## src/rtl/atm_session_ctrl.sv

```systemverilog
// atm_session_ctrl: sequences one ATM session (PIN entry, PIN verify with
// lockout, amount entry, balance check, dispenser req/ack handshake) and owns
// the BCD digit-edit register and cursor that feed the display mux.
//
// Optional build macro ATM_PIN_MASK_EN: while in PIN, every display position
// except the cursor shows the dash code 4'hA. The internal PIN compare always
// uses the raw digits.
//
// state    | meaning
// ---------+-----------------------------------------------------------
// IDLE     | waiting for CENTER to start a session
// PIN      | editing PIN digits, inactivity timer running
// VERIFY   | one-cycle compare of entered PIN against pin_ref
// AMOUNT   | editing amount digits, inactivity timer running
// CHECK    | one-cycle amount check against balance
// DISPENSE | disp_req held high until disp_ack is sampled
// LOCKED   | too many bad PINs; only rst leaves this state
module atm_session_ctrl #(
  parameter int PIN_DIGITS     = 4,
  parameter int NUM_DIGITS     = 8,
  parameter int MAX_TRIES      = 3,
  parameter int TIMEOUT_CYCLES = 1000000
) (
  input  logic                    clk,
  input  logic                    rst,
  input  logic                    en,
  input  logic [4:0]              btn_pulse,
  input  logic [4*PIN_DIGITS-1:0] pin_ref,
  input  logic [4*NUM_DIGITS-1:0] balance,
  input  logic                    disp_ack,
  output logic [4*NUM_DIGITS-1:0] disp_digits,
  output logic [2:0]              cursor,
  output logic [2:0]              state_o,
  output logic                    disp_req,
  output logic [4*NUM_DIGITS-1:0] disp_amount,
  output logic                    err_pulse,
  output logic                    locked
);

  localparam int DW = 4 * NUM_DIGITS;
  localparam int PW = 4 * PIN_DIGITS;
  localparam int TW = $clog2(TIMEOUT_CYCLES + 1);
  localparam int CW = $clog2(MAX_TRIES + 1);

  localparam logic [2:0]    PIN_LAST = 3'(PIN_DIGITS - 1);
  localparam logic [2:0]    NUM_LAST = 3'(NUM_DIGITS - 1);
  localparam logic [TW-1:0] T_LAST   = TW'(TIMEOUT_CYCLES - 1);
  localparam logic [CW-1:0] TRY_MAX  = CW'(MAX_TRIES);

  typedef enum logic [2:0] {
    S_IDLE     = 3'd0,
    S_PIN      = 3'd1,
    S_VERIFY   = 3'd2,
    S_AMOUNT   = 3'd3,
    S_CHECK    = 3'd4,
    S_DISPENSE = 3'd5,
    S_LOCKED   = 3'd6
  } state_t;

  state_t        state, state_n;
  logic [DW-1:0] digits_q, digits_n;
  logic [2:0]    cursor_q, cursor_n;
  logic [CW-1:0] tries_q, tries_n, tries_inc;
  logic [TW-1:0] timer_q, timer_n;
  logic          req_q, req_n;
  logic [DW-1:0] amt_q, amt_n;
  logic          err_q, err_n;
  logic [DW-1:0] disp_q, disp_n;
  logic [2:0]    lim;

  // A button counts only when enabled and exactly one pulse bit is set.
  logic btn_ok, btn_left, btn_right, btn_up, btn_down, btn_center;
  assign btn_ok     = en && $onehot(btn_pulse);
  assign btn_left   = btn_ok && btn_pulse[0];
  assign btn_right  = btn_ok && btn_pulse[1];
  assign btn_up     = btn_ok && btn_pulse[2];
  assign btn_down   = btn_ok && btn_pulse[3];
  assign btn_center = btn_ok && btn_pulse[4];

  function automatic logic [3:0] bcd_inc(input logic [3:0] d);
    return (d >= 4'd9) ? 4'd0 : d + 4'd1;
  endfunction

  function automatic logic [3:0] bcd_dec(input logic [3:0] d);
    return (d == 4'd0 || d > 4'd9) ? 4'd9 : d - 4'd1;
  endfunction

  // State register and all datapath registers.
  always_ff @(posedge clk) begin
    if (rst) begin
      state    <= S_IDLE;
      digits_q <= '0;
      cursor_q <= '0;
      tries_q  <= '0;
      timer_q  <= '0;
      req_q    <= 1'b0;
      amt_q    <= '0;
      err_q    <= 1'b0;
      disp_q   <= '0;
    end else begin
      state    <= state_n;
      digits_q <= digits_n;
      cursor_q <= cursor_n;
      tries_q  <= tries_n;
      timer_q  <= timer_n;
      req_q    <= req_n;
      amt_q    <= amt_n;
      err_q    <= err_n;
      disp_q   <= disp_n;
    end
  end

  // Next-state, edit, timer and handshake logic.
  always_comb begin
    state_n   = state;
    digits_n  = digits_q;
    cursor_n  = cursor_q;
    tries_n   = tries_q;
    timer_n   = timer_q;
    req_n     = req_q;
    amt_n     = amt_q;
    err_n     = 1'b0;
    tries_inc = tries_q + 1'b1;
    lim       = (state == S_PIN) ? PIN_LAST : NUM_LAST;

    case (state)
      S_IDLE: begin
        if (btn_center) begin
          state_n  = S_PIN;
          digits_n = '0;
          cursor_n = '0;
        end
      end

      S_PIN, S_AMOUNT: begin
        if (!en) begin
          // everything held, including the inactivity timer
        end else if (btn_ok) begin
          // an accepted button wins over a coincident timeout
          timer_n = '0;
          if (btn_left)
            cursor_n = (cursor_q == lim) ? 3'd0 : cursor_q + 3'd1;
          if (btn_right)
            cursor_n = (cursor_q == 3'd0) ? lim : cursor_q - 3'd1;
          if (btn_up || btn_down) begin
            for (int i = 0; i < NUM_DIGITS; i++) begin
              if (cursor_q == 3'(i))
                digits_n[4*i +: 4] = btn_up ? bcd_inc(digits_q[4*i +: 4])
                                            : bcd_dec(digits_q[4*i +: 4]);
            end
          end
          if (btn_center)
            state_n = (state == S_PIN) ? S_VERIFY : S_CHECK;
        end else if (timer_q == T_LAST) begin
          state_n  = S_IDLE;
          digits_n = '0;
          cursor_n = '0;
        end else begin
          timer_n = timer_q + 1'b1;
        end
      end

      S_VERIFY: begin
        if (en) begin
          if (digits_q[PW-1:0] == pin_ref) begin
            state_n  = S_AMOUNT;
            digits_n = '0;
            cursor_n = '0;
            tries_n  = '0;
          end else begin
            err_n   = 1'b1;
            tries_n = tries_inc;
            if (tries_inc == TRY_MAX) begin
              state_n = S_LOCKED;
            end else begin
              state_n  = S_PIN;
              digits_n = '0;
              cursor_n = '0;
            end
          end
        end
      end

      S_CHECK: begin
        if (en) begin
          if (digits_q == '0 || digits_q > balance) begin
            err_n   = 1'b1;
            state_n = S_AMOUNT;
          end else begin
            amt_n   = digits_q;
            req_n   = 1'b1;
            state_n = S_DISPENSE;
          end
        end
      end

      S_DISPENSE: begin
        // handshake completes regardless of en
        if (disp_ack) begin
          req_n    = 1'b0;
          state_n  = S_IDLE;
          digits_n = '0;
          cursor_n = '0;
        end
      end

      S_LOCKED: begin
      end

      default: state_n = S_IDLE;
    endcase

    // The timer only runs inside an editing state; start each visit at zero.
    if (state_n != S_PIN && state_n != S_AMOUNT)
      timer_n = '0;

    disp_n = digits_n;
`ifdef ATM_PIN_MASK_EN
    if (state_n == S_PIN) begin
      for (int i = 0; i < NUM_DIGITS; i++) begin
        if (cursor_n != 3'(i))
          disp_n[4*i +: 4] = 4'hA;
      end
    end
`endif
  end

  assign disp_digits = disp_q;
  assign cursor      = cursor_q;
  assign state_o     = state;
  assign disp_req    = req_q;
  assign disp_amount = amt_q;
  assign err_pulse   = err_q;
  assign locked      = (state == S_LOCKED);

endmodule

```

## config.mk

```make
export PLATFORM = sky130hd
export DESIGN_NAME = atm_session_ctrl
export DESIGN_NICKNAME = d
export VERILOG_FILES = /design/src/rtl/atm_session_ctrl.sv
export SDC_FILE = /design/constraint.sdc
export NUM_CORES = 1
export LEC_CHECK = 0
export CORE_MARGIN = 4
export CORE_UTILIZATION = 54
export DETAILED_ROUTE_END_ITERATION = 10
export PLACE_DENSITY = 0.92
export SETUP_SLACK_MARGIN = 0.05
export SYNTH_ARGS = -nofsm -noshare
export SYNTH_HDL_FRONTEND = slang
export SYNTH_SLANG_ARGS = --single-unit
export TNS_END_PERCENT = 5
```

## constraint.sdc

```tcl
create_clock -name clk -period 5.5 [get_ports clk]
set_input_delay 1.1 -clock clk [delete_from_list [all_inputs] [get_ports clk]]
set_output_delay 1.1 -clock clk [all_outputs]
set_load 0.01 [all_outputs]
```

# Word-level counts from Yosys, hierarchy flattened
# Index checks and enable logic that the tools add are counted.
# word_totals
elab_cells	222
latchBits	0
in_bits	57
ram_bits	0
output_inout_bits	73
mem_count	0
ff_bits	94
mem_bits_ro	0
# classes
n_reduce_logical	45
bitwise_logic	1
shifts	0
n_addsub	24
muxes	81
n_div	0
multipliers	0
order_cmp	17
eq_ne	39
# ops
cell	count
two-way mux 32 bit	9
two-way mux 4 bit	32
one-hot mux 32 bit (4 select lines)	1
two-way mux 3 bit	25
AND reduction 9 bit	8
two-way mux 20 bit	2
inequality test 3 bit (second input constant)	11
adder 4 x 1 -> 4 bit (second input constant)	8
greater-or-equal comparator 4 bit (second input constant)	8
> comparator 32 bit	1
> comparator 4 bit (second input constant)	8
logical NOT 32 bit	1
logical NOT 4 bit	8
subtractor 4 x 1 -> 4 bit (second input constant)	8
equality test 3 bit (second input constant)	7
adder 20 x 1 -> 20 bit (second input constant)	1
equality test 20 bit (second input constant)	1
one-hot mux 3 bit (6 select lines)	1
equality test 16 bit	1
inequality test 2 bit (second input constant)	7
equality test 3 x 2 -> 1 bit (second input constant)	4
one-hot mux 3 bit (4 select lines)	1
logical OR 1 bit	10
equality test 3 x 1 -> 1 bit (second input constant)	3
other kinds (24)	41

# Logic depth before layout (Yosys ltp)
# Gate-level depths: netlist of run 1.
# depth
word_depth	13
depth_mapped	14
depth_no_buf	12

# Worst setup path before layout of run 1
# OpenSTA, ideal clock, no wires.
# synth_timing
path_kind	input port to flip-flop
start	in btn_pulse[2]
end	reg disp_q[14], in the netlist disp_digits[14]
required_ns	5.379
stages	14
setup_slack_ns	1.234
setup_time_ns	0.121
arrival_time_ns	4.145
n_path_buf	3
cell_sequence	clkbuf_1 inv_1 clkbuf_1 fa_1 inv_1 ha_1 nor4b_4 nand4b_1 o21ai_0 o31a_1 o311ai_1 buf_2 nor2_2 mux2_2
# synth_between
elab_chain_cells	12
word_cells_on_any_way	20
classes_between	add/sub: 3; eq/ne: 5; mux: 6; reduce/logical: 6
# synth_lines
item	line_no	text
start: declaration	27	input logic [4:0] btn_pulse,
adder 1 x 1 -> 2 bit (not written as such)	73	assign btn_ok = en && $onehot(btn_pulse);
adder 2 x 2 -> 3 bit (not written as such)	73	
adder 3 x 1 -> 3 bit (not written as such)	73	
equality test 3 x 1 -> 1 bit	73	
logical AND 1 bit	73	
logical AND 1 bit	76	assign btn_up = btn_ok && btn_pulse[2];
two-way mux 4 bit	148	digits_n[4*i +: 4] = btn_up ? bcd_inc(digits_q[4*i +: 4])
two-way mux 4 bit	147	if (cursor_q == 3'(i))
two-way mux 32 bit	145	if (btn_up || btn_down) begin
two-way mux 32 bit	138	end else if (btn_ok) begin
two-way mux 32 bit	136	if (!en) begin
one-hot mux 32 bit (4 select lines)	126	case (state)
end signal: assignment	109	disp_q <= disp_n;
end: declaration	68	logic [DW-1:0] disp_q, disp_n;
# Several ways; a longest one is shown, not always the timed one. The select of a mux whose other input is x is not followed.
# A chain may end at the register's enable or synchronous reset.

# Worst setup path after layout of run 1
# layout_timing
start	in btn_pulse[1]
end	reg disp_q[26], in the netlist disp_digits[26]
# layout_between
elab_chain_cells	12
word_cells_on_any_way	20
classes_between	add/sub: 3; eq/ne: 5; mux: 6; reduce/logical: 6
# layout_lines
item	line_no
adder 1 x 1 -> 2 bit (not written as such) *	73
adder 2 x 2 -> 3 bit (not written as such) *	73
adder 3 x 1 -> 3 bit (not written as such) *	73
equality test 3 x 1 -> 1 bit *	73
logical AND 1 bit *	73
logical AND 1 bit	76
two-way mux 4 bit	148
two-way mux 4 bit	147
two-way mux 32 bit	145
two-way mux 32 bit	138
two-way mux 32 bit	136
one-hot mux 32 bit (4 select lines)	126
# Mark *: on every way between the ends. The rest lies on a longest branch, timed or not. The select of a mux whose other input is x is not followed.

==> results of run 1 <==
[stage by stage]
stage / cell area (µm²) / setup slack (ns) / total power (µW) / utilization, %
5_1_grt: 8660 / 0.493 / 1570 / 68.4
3_3_place_gp: 8380 / 0.375 / 912 / 66.1
4_1_cts: 8660 / 0.705 / 1510 / 68.4
6_report: 8660 / 0.679 / 1510 / 68.4
3_5_place_dp: 8380 / 0.334 / 919 / 66.1
2_1_floorplan: 7010 / 1.23 / 836 / -
[cells in the mapped netlist, types with 3 or more instances]
| library cell | instances |
|---|---|
| mux2_2 | 4 |
| a31oi_1 | 9 |
| a2111oi_0 | 5 |
| o21a_1 | 6 |
| o22ai_1 | 6 |
| o31ai_1 | 7 |
| nand2b_1 | 7 |
| nor4_1 | 14 |
| nor2_1 | 66 |
| nor2b_1 | 14 |
| a31o_2 | 6 |
| o211ai_1 | 3 |
| a21oi_1 | 46 |
| nand4bb_1 | 3 |
| nand3_2 | 3 |
| xor2_1 | 23 |
| nor3_1 | 27 |
| xnor2_1 | 21 |
| nor3b_1 | 4 |
| o21bai_1 | 4 |
| mux2_1 | 5 |
| buf_4 | 3 |
| buf_2 | 9 |
| dfxtp_1 | 94 |
| nand2_1 | 111 |
| ha_1 | 73 |
| nand4_1 | 14 |
| o21ai_0 | 33 |
| and3_1 | 13 |
| o32ai_1 | 6 |
| buf_1 | 5 |
| a21o_1 | 6 |
| and4_1 | 6 |
| clkbuf_1 | 25 |
| nor4b_1 | 3 |
| a221o_1 | 4 |
| nor2_2 | 3 |
| nand3_1 | 26 |
| mux2i_1 | 42 |
| or3_1 | 8 |
| inv_1 | 63 |
[where the power goes]
| part | internal (µW) | total, µW | switching (µW) |
|---|---|---|---|
| clock network | 313 | 604 | 291 |
| logic | 96.2 | 217 | 121 |
| registers | 683 | 690 | 7.85 |
| total | 1090 | 1510 | 420 |
[critical path, delay by kind of cell]
kind,cells,cell delay (ns)
adders and majority gates,3,1.16
AOI/OAI and AO/OA,2,1.05
buffers and inverters,4,0.94
and+or+nand+nor,2,0.45
muxes,1,0.33
[flip-flops by register name (all words and copies together) (netlist names)]
signal and flops:
cursor 3, disp_amount 32, disp_digits 32, disp_req 1, err_pulse 1, state_o 3, timer_q 20, tries_q 2
[routing by layer]
layer  up-vias  GRT usage, %  wire length [µm]
li1       3285             -                 -
met1      3185          35.5              8150
met2       388          45.2              9540
met3        52          4.92              1830
met4         0          9.45               461
met5         -             0                 0
[area by class of cell]
class,count,share of cell area [%]
inverters,64,2.77
clock inverters,7,0.636
repair buffers,138,15.6
flip-flops and latches,94,21.7
multi-input cells,671,54.1
well taps,172,2.48
clock buffers,9,2.60
[cell usage in the layout, fill, tap and decap left out, types with 26 or more instances in the layout]
cell type        netlist  final
a21oi_1               46     46
nand2_1              111    111
nand3_1               26     26
inv_1                 63     63
o21ai_0               33     33
nor3_1                27     27
ha_1                  73     73
nor2_1                66     66
mux2i_1               42     42
clkdlybuf4s50_1        0    128
dfxtp_1               94     94
[path summary, 6_finish.rpt]
kind | slack [ns] | end | cells after the start | startpoint
max reg2reg | 1.83 | disp_amount[18] | 9 | disp_digits[19]
min reg2reg | 0.46 | disp_amount[19] | 2 | disp_amount[19]
max | 0.68 | disp_digits[26] | 12 | btn_pulse[1]
min | 0.46 | disp_amount[19] | 2 | disp_amount[19]
[cells by family after synthesis]
family,after synthesis
simple gates,335
compound gates,163
buf+inv,108
flops,94
fa+ha+maj,75
mux,54
xor+xnor,44
==> metrics.txt, run 1 <==
CTS tree=yes; number of global-route vias before repair=6620; DR pass1 iterations=6; setup repair bufs after CTS=0; Clock Skews=0.0113 ns; clock sinks=94; placed insts=1139; Hold Crit Class=flop to flop; Yosys warning total=0; simple logic cell fraction of the synthesized area=24.0%; CTS hold repair buffers=0; Slew headroom=29.9%; top_reg_cell synth=dfxtp_1; compound-gate portion of the synthesized area=15.6%; total die area=14900 µm²; area delta synth->final=23.5%; largest net degree at the start of global routing=63; die width=122 µm; CTS max path bufs=2; period utilization=87.7%; layout cells sized above 1=5.70%; Remaining DRCs=0; Post-CTS Resized=0; critical-path maximum fanout=7; Die Ht=122 µm; initial core utilization=55.4%; Slew Viols, Final=0; Post-Synth Adder-Cell Area=13.6%; via count=6910; CP required=5.75 ns; multiplexer share of the synthesized area=8.19%; Reg area=1880 µm²; hold slack=0.459 ns; worst vdd rail ir drop=0.137 mV; post-synth top area cell=dfxtp_1; P_leak=0.00343 µW; Synth Net Count=1005; xor and xnor fraction of the mapped netlist area=5.49%; CTS root buf=clkbuf_16; routed len/inst=17.3 µm; max frequency=207 MHz; top cells by area, synth=dfxtp_1 27%, ha_1 13%, mux2i_1 6.0%; overflow left after global routing=0; synthesized area=7010 µm²; gpl congestion=0.892; Syn Inst Count=873; CTS buffer count=9; Routed Antenna Nets=0; number of port buffers=129; H-Tree Depth=3; Hold Fails Final Rpt=0; Worst setup SP type=input pin; GRT Resource Usage Total=27.2%; nets@finish=1110; Syn Area/Cell=8.03 µm²; initial antenna violation count=0; Reg clk slew, reported paths=0.07 ns; Yosys top cell area share=26.8%; synth unique cells=77; pwr/cell area=175 nW/µm²; Setup TNS=0 ns; number of flops mapped to enable cells by yosys=0; min Tclk post-route=4.82 ns; outcome=finished, final reports clean; IO Pins=130; Synth Register Bits=94; Largest stage delay, worst path=0.86 ns; CP Class=input pin to flop; initial DRC count=811; Core ar.=12700 µm²; register area share after synthesis=26.8%; RSZ-0062 raised after global routing=false; Post-DP HPWL=14.4 mm; slowest CP cell=o311ai_1; FILL cells=1009; main combinational cell family by area after synthesis=simple AND/OR/NAND/NOR gates; setup violators final=0; worst-skew pair later-pin latency=0.36 ns; critical-path cell list=clkdlybuf4s50_1 -> fa_1 -> inv_1 -> fa_1 -> inv_1 -> ha_1 -> nor4b_4 -> nand2_1 -> o311ai_1 -> buf_4 -> a21o_1 -> mux2_1; Crit. End Element=flop; first-pass GRT wire length=32.7 mm; slew at the pin with the worst max-slew slack=1.04 ns; Placement Rows=41; antenna diode count=0; Async S/R FF share, synth=0%; Routed WL=20.0 mm; Multi-input gate area=4690 µm²; vias per cell=5.98; Post-Layout Cell Count=1155; MaxCap Viol Count=0; critical path arrival=5.07 ns
No activity file was read; power rests on OpenSTA's default activity.
==> run 2, diff against run 1 <==
CTS_CLUSTER_SIZE = 20   (was unset)
clock period = 5.1 ns   (was 5.5 ns; I/O delays follow)
==> run 2 against run 1 <==
Register-to-register slack lost 0.25 ns. First-iteration DRC count shrank 17%. Routed wire length grew 1.3%. Clock power grew 23%. Power grew 14%. Largest cell class unchanged. Highest routed layer is now met5.
==> metrics.txt, run 2 (synthesis results as in run 1) <==
Routed WL=20.3 mm (+1.3%); Worst setup SP type=input pin; Final Power=1720 µW (+14%); number of port buffers=129 (unchanged); worst vdd rail ir drop=0.133 mV (-3.5%); CTS max path bufs=2 (unchanged); initial DRC count=675 (-17%); vias per cell=6.04 (+0.90%); DR pass1 iterations=5 (-1); Clock Skews=0.0102 ns (-0.00118 ns); layout cells sized above 1=5.98% (+0.29 points); antenna diode count=0 (unchanged); Remaining DRCs=0 (unchanged); pwr/cell area=197 nW/µm² (+13%); IO Pins=130 (unchanged); CTS tree=yes; Final Util=68.9% (+0.59 points); min Tclk post-route=4.43 ns; area delta synth->final=24.5%; MaxCap Viol Count=0 (unchanged); Setup TNS=0 ns (unchanged); Post-CTS Resized=0 (unchanged); critical-path maximum fanout=12 (+5); most frequent cells in the layout=128 x clkdlybuf4s50_1, 111 x nand2_1, 94 x dfxtp_1, 73 x ha_1, 66 x nor2_1; RSZ-0062 raised after global routing=false; H-Tree Depth=3 (unchanged); Slew Viols, Final=0 (unchanged); GRT Resource Usage Total=27.2% (about the same); period utilization=86.8%; Hold Fails Final Rpt=0 (unchanged); Die Ht=122 µm (unchanged); gpl congestion=0.961 (+7.7%); routed len/inst=17.5 µm (+1.0%); Core ar.=12700 µm² (unchanged); CTS hold repair buffers=0 (unchanged); FILL cells=929 (-7.9%); Routed Antenna Nets=0 (unchanged); Hold Crit Class=flop to flop; number of global-route vias before repair=6862 (+3.7%); Crit. End Element=flop; nets@finish=1113 (+0.27%); critical path arrival=4.67 ns (-0.40 ns); total die area=14900 µm² (unchanged); max frequency=226 MHz; overflow left after global routing=0 (unchanged); Reg clk slew, reported paths=0.07 ns (about the same); CP Class=input pin to flop; worst-skew pair later-pin latency=0.35 ns (about the same); largest net degree at the start of global routing=62 (-1.6%); CTS root buf=clkbuf_16; slew at the pin with the worst max-slew slack=0.742 ns (-0.293 ns); first-pass GRT wire length=32.8 mm (+0.34%); setup violators final=0 (unchanged); via count=6990 (+1.2%); setup repair bufs after CTS=0 (unchanged); initial core utilization=55.4% (unchanged); outcome=finished, final reports clean; initial antenna violation count=1 (+1); Post-DP HPWL=14.5 mm (+0.31%); CTS buffer count=9 (unchanged); P_leak=0.00347 µW (+1.0%); most common cell after layout, fill and taps aside=clkdlybuf4s50_1; clock sinks=94 (unchanged); die width=122 µm (unchanged); Slew headroom=49.7% (+20 points); CP required=5.35 ns (-0.40 ns); Placement Rows=41 (unchanged)
run 2: report_power, final:
part | internal, µW | total [µW] | switching, µW
Sequential | 736 | 744 | 8.20
Combinational | 105 | 237 | 132
Clock | 432 | 741 | 309
Total | 1270 | 1720 | 449
run 2: stage by stage:
| step | area (µm²) | hold WS (ns) | setup WS [ns] | std cells |
|---|---|---|---|---|
| 6_report | 8740 | 0.457 | 0.673 | 1158 |
| 5_1_grt | 8740 | 0.480 | 0.378 | 1158 |
| 4_1_cts | 8740 | 0.460 | 0.660 | 1158 |
| 3_5_place_dp | 8420 | 0.446 | 0.324 | 1142 |
| 3_3_place_gp | 8420 | 0.441 | 0.481 | 1142 |
| 2_1_floorplan | 7010 | 0.461 | 0.914 | 873 |
run 2: layout make-up:
class                      instances  area [µm²]  area share (%)
timing repair buffer             141        1390            15.9
tap                              172         215            2.46
clock inverter                     7        95.1            1.09
sequential                        94        1880            21.5
inverter                          64         240            2.75
clock buffer                       9         225            2.58
multi-input combinational        671        4690            53.7
run 2: path summary, 6_finish.rpt:
| check | cells past startpoint | endpoint | startpoint | slack, ns |
|---|---|---|---|---|
| worst max-delay path | 14 | disp_digits[2] | btn_pulse[1] | 0.67 |
| worst min-delay path | 2 | disp_amount[16] | disp_amount[16] | 0.46 |
| worst max register to register | 9 | disp_amount[18] | disp_digits[19] | 1.58 |
| worst min register to register | 2 | disp_amount[16] | disp_amount[16] | 0.46 |
run 2: metal layers:
metal,share of wire [%],GRT usage (%),vias to the layer above
met5,0.059,0,-
met4,3.7,14.5,2
met3,9.7,5.90,68
met2,46,43.8,399
met1,40,34.0,3221
li1,-,-,3300
run 2: worst max-delay path, stage by stage:
cell             delay [ns]
clkdlybuf4s50_1        0.53
fa_1                   0.56
inv_1                  0.05
fa_1                   0.35
inv_1                  0.06
ha_1                   0.25
nor4b_4                0.30
nand4b_1               0.16
o21ai_0                0.11
o31a_1                 0.21
o311ai_1               0.11
buf_4                  0.21
or3_1                  0.42
o32ai_1                0.32
==> run 3, diff against run 2 <==
CORE_UTILIZATION = 55   (was 54)
CTS_BUF_LIST = sky130_fd_sc_hd__clkbuf_4 sky130_fd_sc_hd__clkbuf_8   (was unset)
PLACE_DENSITY = 0.93   (was 0.92)
SETUP_SLACK_MARGIN = unset   (was 0.05)
==> run 3 against run 2 <==
Cell count decreased by 0.26%. Critical path depth decreased by 2. Register-to-register slack improved by 0.05 ns. Die area decreased by 1.7%. First-iteration DRC count decreased by 3.9%. Utilization increased by 1.1 points. Cell area decreased by 1.7%. Power decreased by 17%. Clock power decreased by 39%. Worst setup slack got worse by 0.32 ns.
==> metrics.txt, run 3 (synthesis results as in run 1) <==
outcome=finished, final reports clean; CTS max path bufs=2 (unchanged); Placement Rows=40 (-2.4%); DR pass1 iterations=5 (unchanged); Die Ht=121 µm (-0.85%); initial antenna violation count=0 (-1); nets@finish=1116 (+0.27%); GRT Resource Usage Total=26.9% (-0.34 points); layout cells sized above 1=5.98% (-0.0061 points); worst-skew pair later-pin latency=0.37 ns (+0.02 ns); most common cell after layout, fill and taps aside=clkdlybuf4s50_1; pwr/cell area=167 nW/µm² (-15%); clock sinks=94 (unchanged); initial DRC count=649 (-3.9%); slew at the pin with the worst max-slew slack=1.19 ns (+0.451 ns); Post-DP HPWL=14.7 mm (+1.2%); Hold Crit Class=flop to flop; Finished Cell Area=8590 µm² (-1.7%); Routed WL=20.0 mm (-1.4%); Crit. End Element=flop; Slew Viols, Final=0 (unchanged); CTS root buf=clkbuf_8; critical-path maximum fanout=8 (-4); period utilization=93.1% (+6.3 points); CP required=5.36 ns (about the same); setup violators final=0 (unchanged); Clock Skews=0.00806 ns (-0.00211 ns); CP Class=input pin to flop; min Tclk post-route=4.75 ns (+0.321 ns); worst slack, placed=0.0262 ns (-0.297 ns); critical path arrival=5.01 ns (+0.34 ns); worst setup margin=0.352 ns (-0.321 ns); worst vdd rail ir drop=0.117 mV (-12%); Hold Fails Final Rpt=0 (unchanged); initial core utilization=57.2% (+1.8 points); first-pass GRT wire length=32.1 mm (-2.4%); Remaining DRCs=0 (unchanged); max frequency=211 MHz (-6.8%); CTS buffer count=9 (unchanged); IO Pins=130 (unchanged); Post-CTS Resized=0 (unchanged); Core ar.=12300 µm² (-3.2%); die width=121 µm (-0.85%); CTS tree=yes; total die area=14600 µm² (-1.7%); Worst setup SP type=input pin; overflow left after global routing=0 (unchanged); most frequent cells in the layout=129 x clkdlybuf4s50_1, 111 x nand2_1, 94 x dfxtp_1, 73 x ha_1, 66 x nor2_1; MaxCap Viol Count=0 (unchanged); area delta synth->final=22.4%; via count=6965 (-0.36%); Final Power=1440 µW (-17%); setup repair bufs after CTS=0 (unchanged); number of global-route vias before repair=6598 (-3.8%); largest net degree at the start of global routing=56 (-9.7%); Reg clk slew, reported paths=0.09 ns (+0.02 ns); gpl congestion=0.885 (-7.9%); antenna diode count=0 (unchanged); Slew headroom=19.2% (-31 points); number of port buffers=129 (unchanged); P_leak=0.00341 µW (-1.6%); Setup TNS=0 ns (unchanged); vias per cell=6.03 (about the same); RSZ-0062 raised after global routing=false; CTS hold repair buffers=0 (unchanged); H-Tree Depth=3 (unchanged); routed len/inst=17.3 µm (-1.2%); DP Area=8430 µm² (+0.12%); Routed Antenna Nets=0 (unchanged)
==> run 3: changes by cell type in the layout (fill, tap and decap cells not counted), sizes merged <==
| cell | before | now |
|---|---|---|
| buf | 13 | 15 |
| inv | 66 | 64 |
| bufinv | 2 | 0 |
| clkinvlp | 1 | 0 |
| clkbuf | 9 | 12 |
| clkdlybuf4s50 | 128 | 129 |
==> run 3: worst max-delay path: stages <==
cell	delay (ns)
clkdlybuf4s50_1	0.49
fa_1	0.51
inv_1	0.05
fa_1	0.35
inv_1	0.07
ha_1	0.26
nor4b_4	0.36
nand2_1	0.11
o311ai_1	0.98
buf_4	0.30
a21o_1	0.19
mux2_1	0.33
==> run 3: area by class of cell <==
cell class	count	area, µm²
clock buffers	12	153
clock inverters	2	10.0
fillers	947	3670
repair buffers	144	1400
multi-input cells	671	4690
flip-flops and latches	94	1880
well taps	168	210
inverters	64	240
==> run 3: final timing paths <==
kind | startpoint | endpoint | slack [ns] | cells after the start
max | btn_pulse[3] | disp_digits[18] | 0.35 | 12
min | disp_amount[28] | disp_amount[28] | 0.46 | 2
max reg2reg | disp_digits[19] | disp_amount[18] | 1.63 | 9
min reg2reg | disp_amount[28] | disp_amount[28] | 0.46 | 2
==> run 3: power by group <==
part	switching, µW	leakage [µW]	internal [µW]
Sequential	9.04	0.000757	736
Clock	257	0.0000889	195
Combinational	133	0.00257	107
==> run 3: metrics by stage <==
step	utilization (%)	std cells	hold WS, ns
floorplan	-	873	0.461
detailed placement	68.7	1141	0.449
global route	70.0	1155	0.481
global placement	68.7	1141	0.445
CTS	70.0	1155	0.463
finish	70.0	1155	0.463
==> run 3: routing by layer <==
| layer | wire length (µm) | global-route usage [%] | part of all wire, % | vias up |
|---|---|---|---|---|
| met5 | 0 | 0 | 0 | - |
| met2 | 9100 | 43.0 | 46 | 353 |
| met1 | 8320 | 34.2 | 42 | 3252 |
| met4 | 681 | 11.8 | 3.4 | 0 |
| met3 | 1860 | 6.62 | 9.3 | 62 |
| li1 | - | - | - | 3298 |
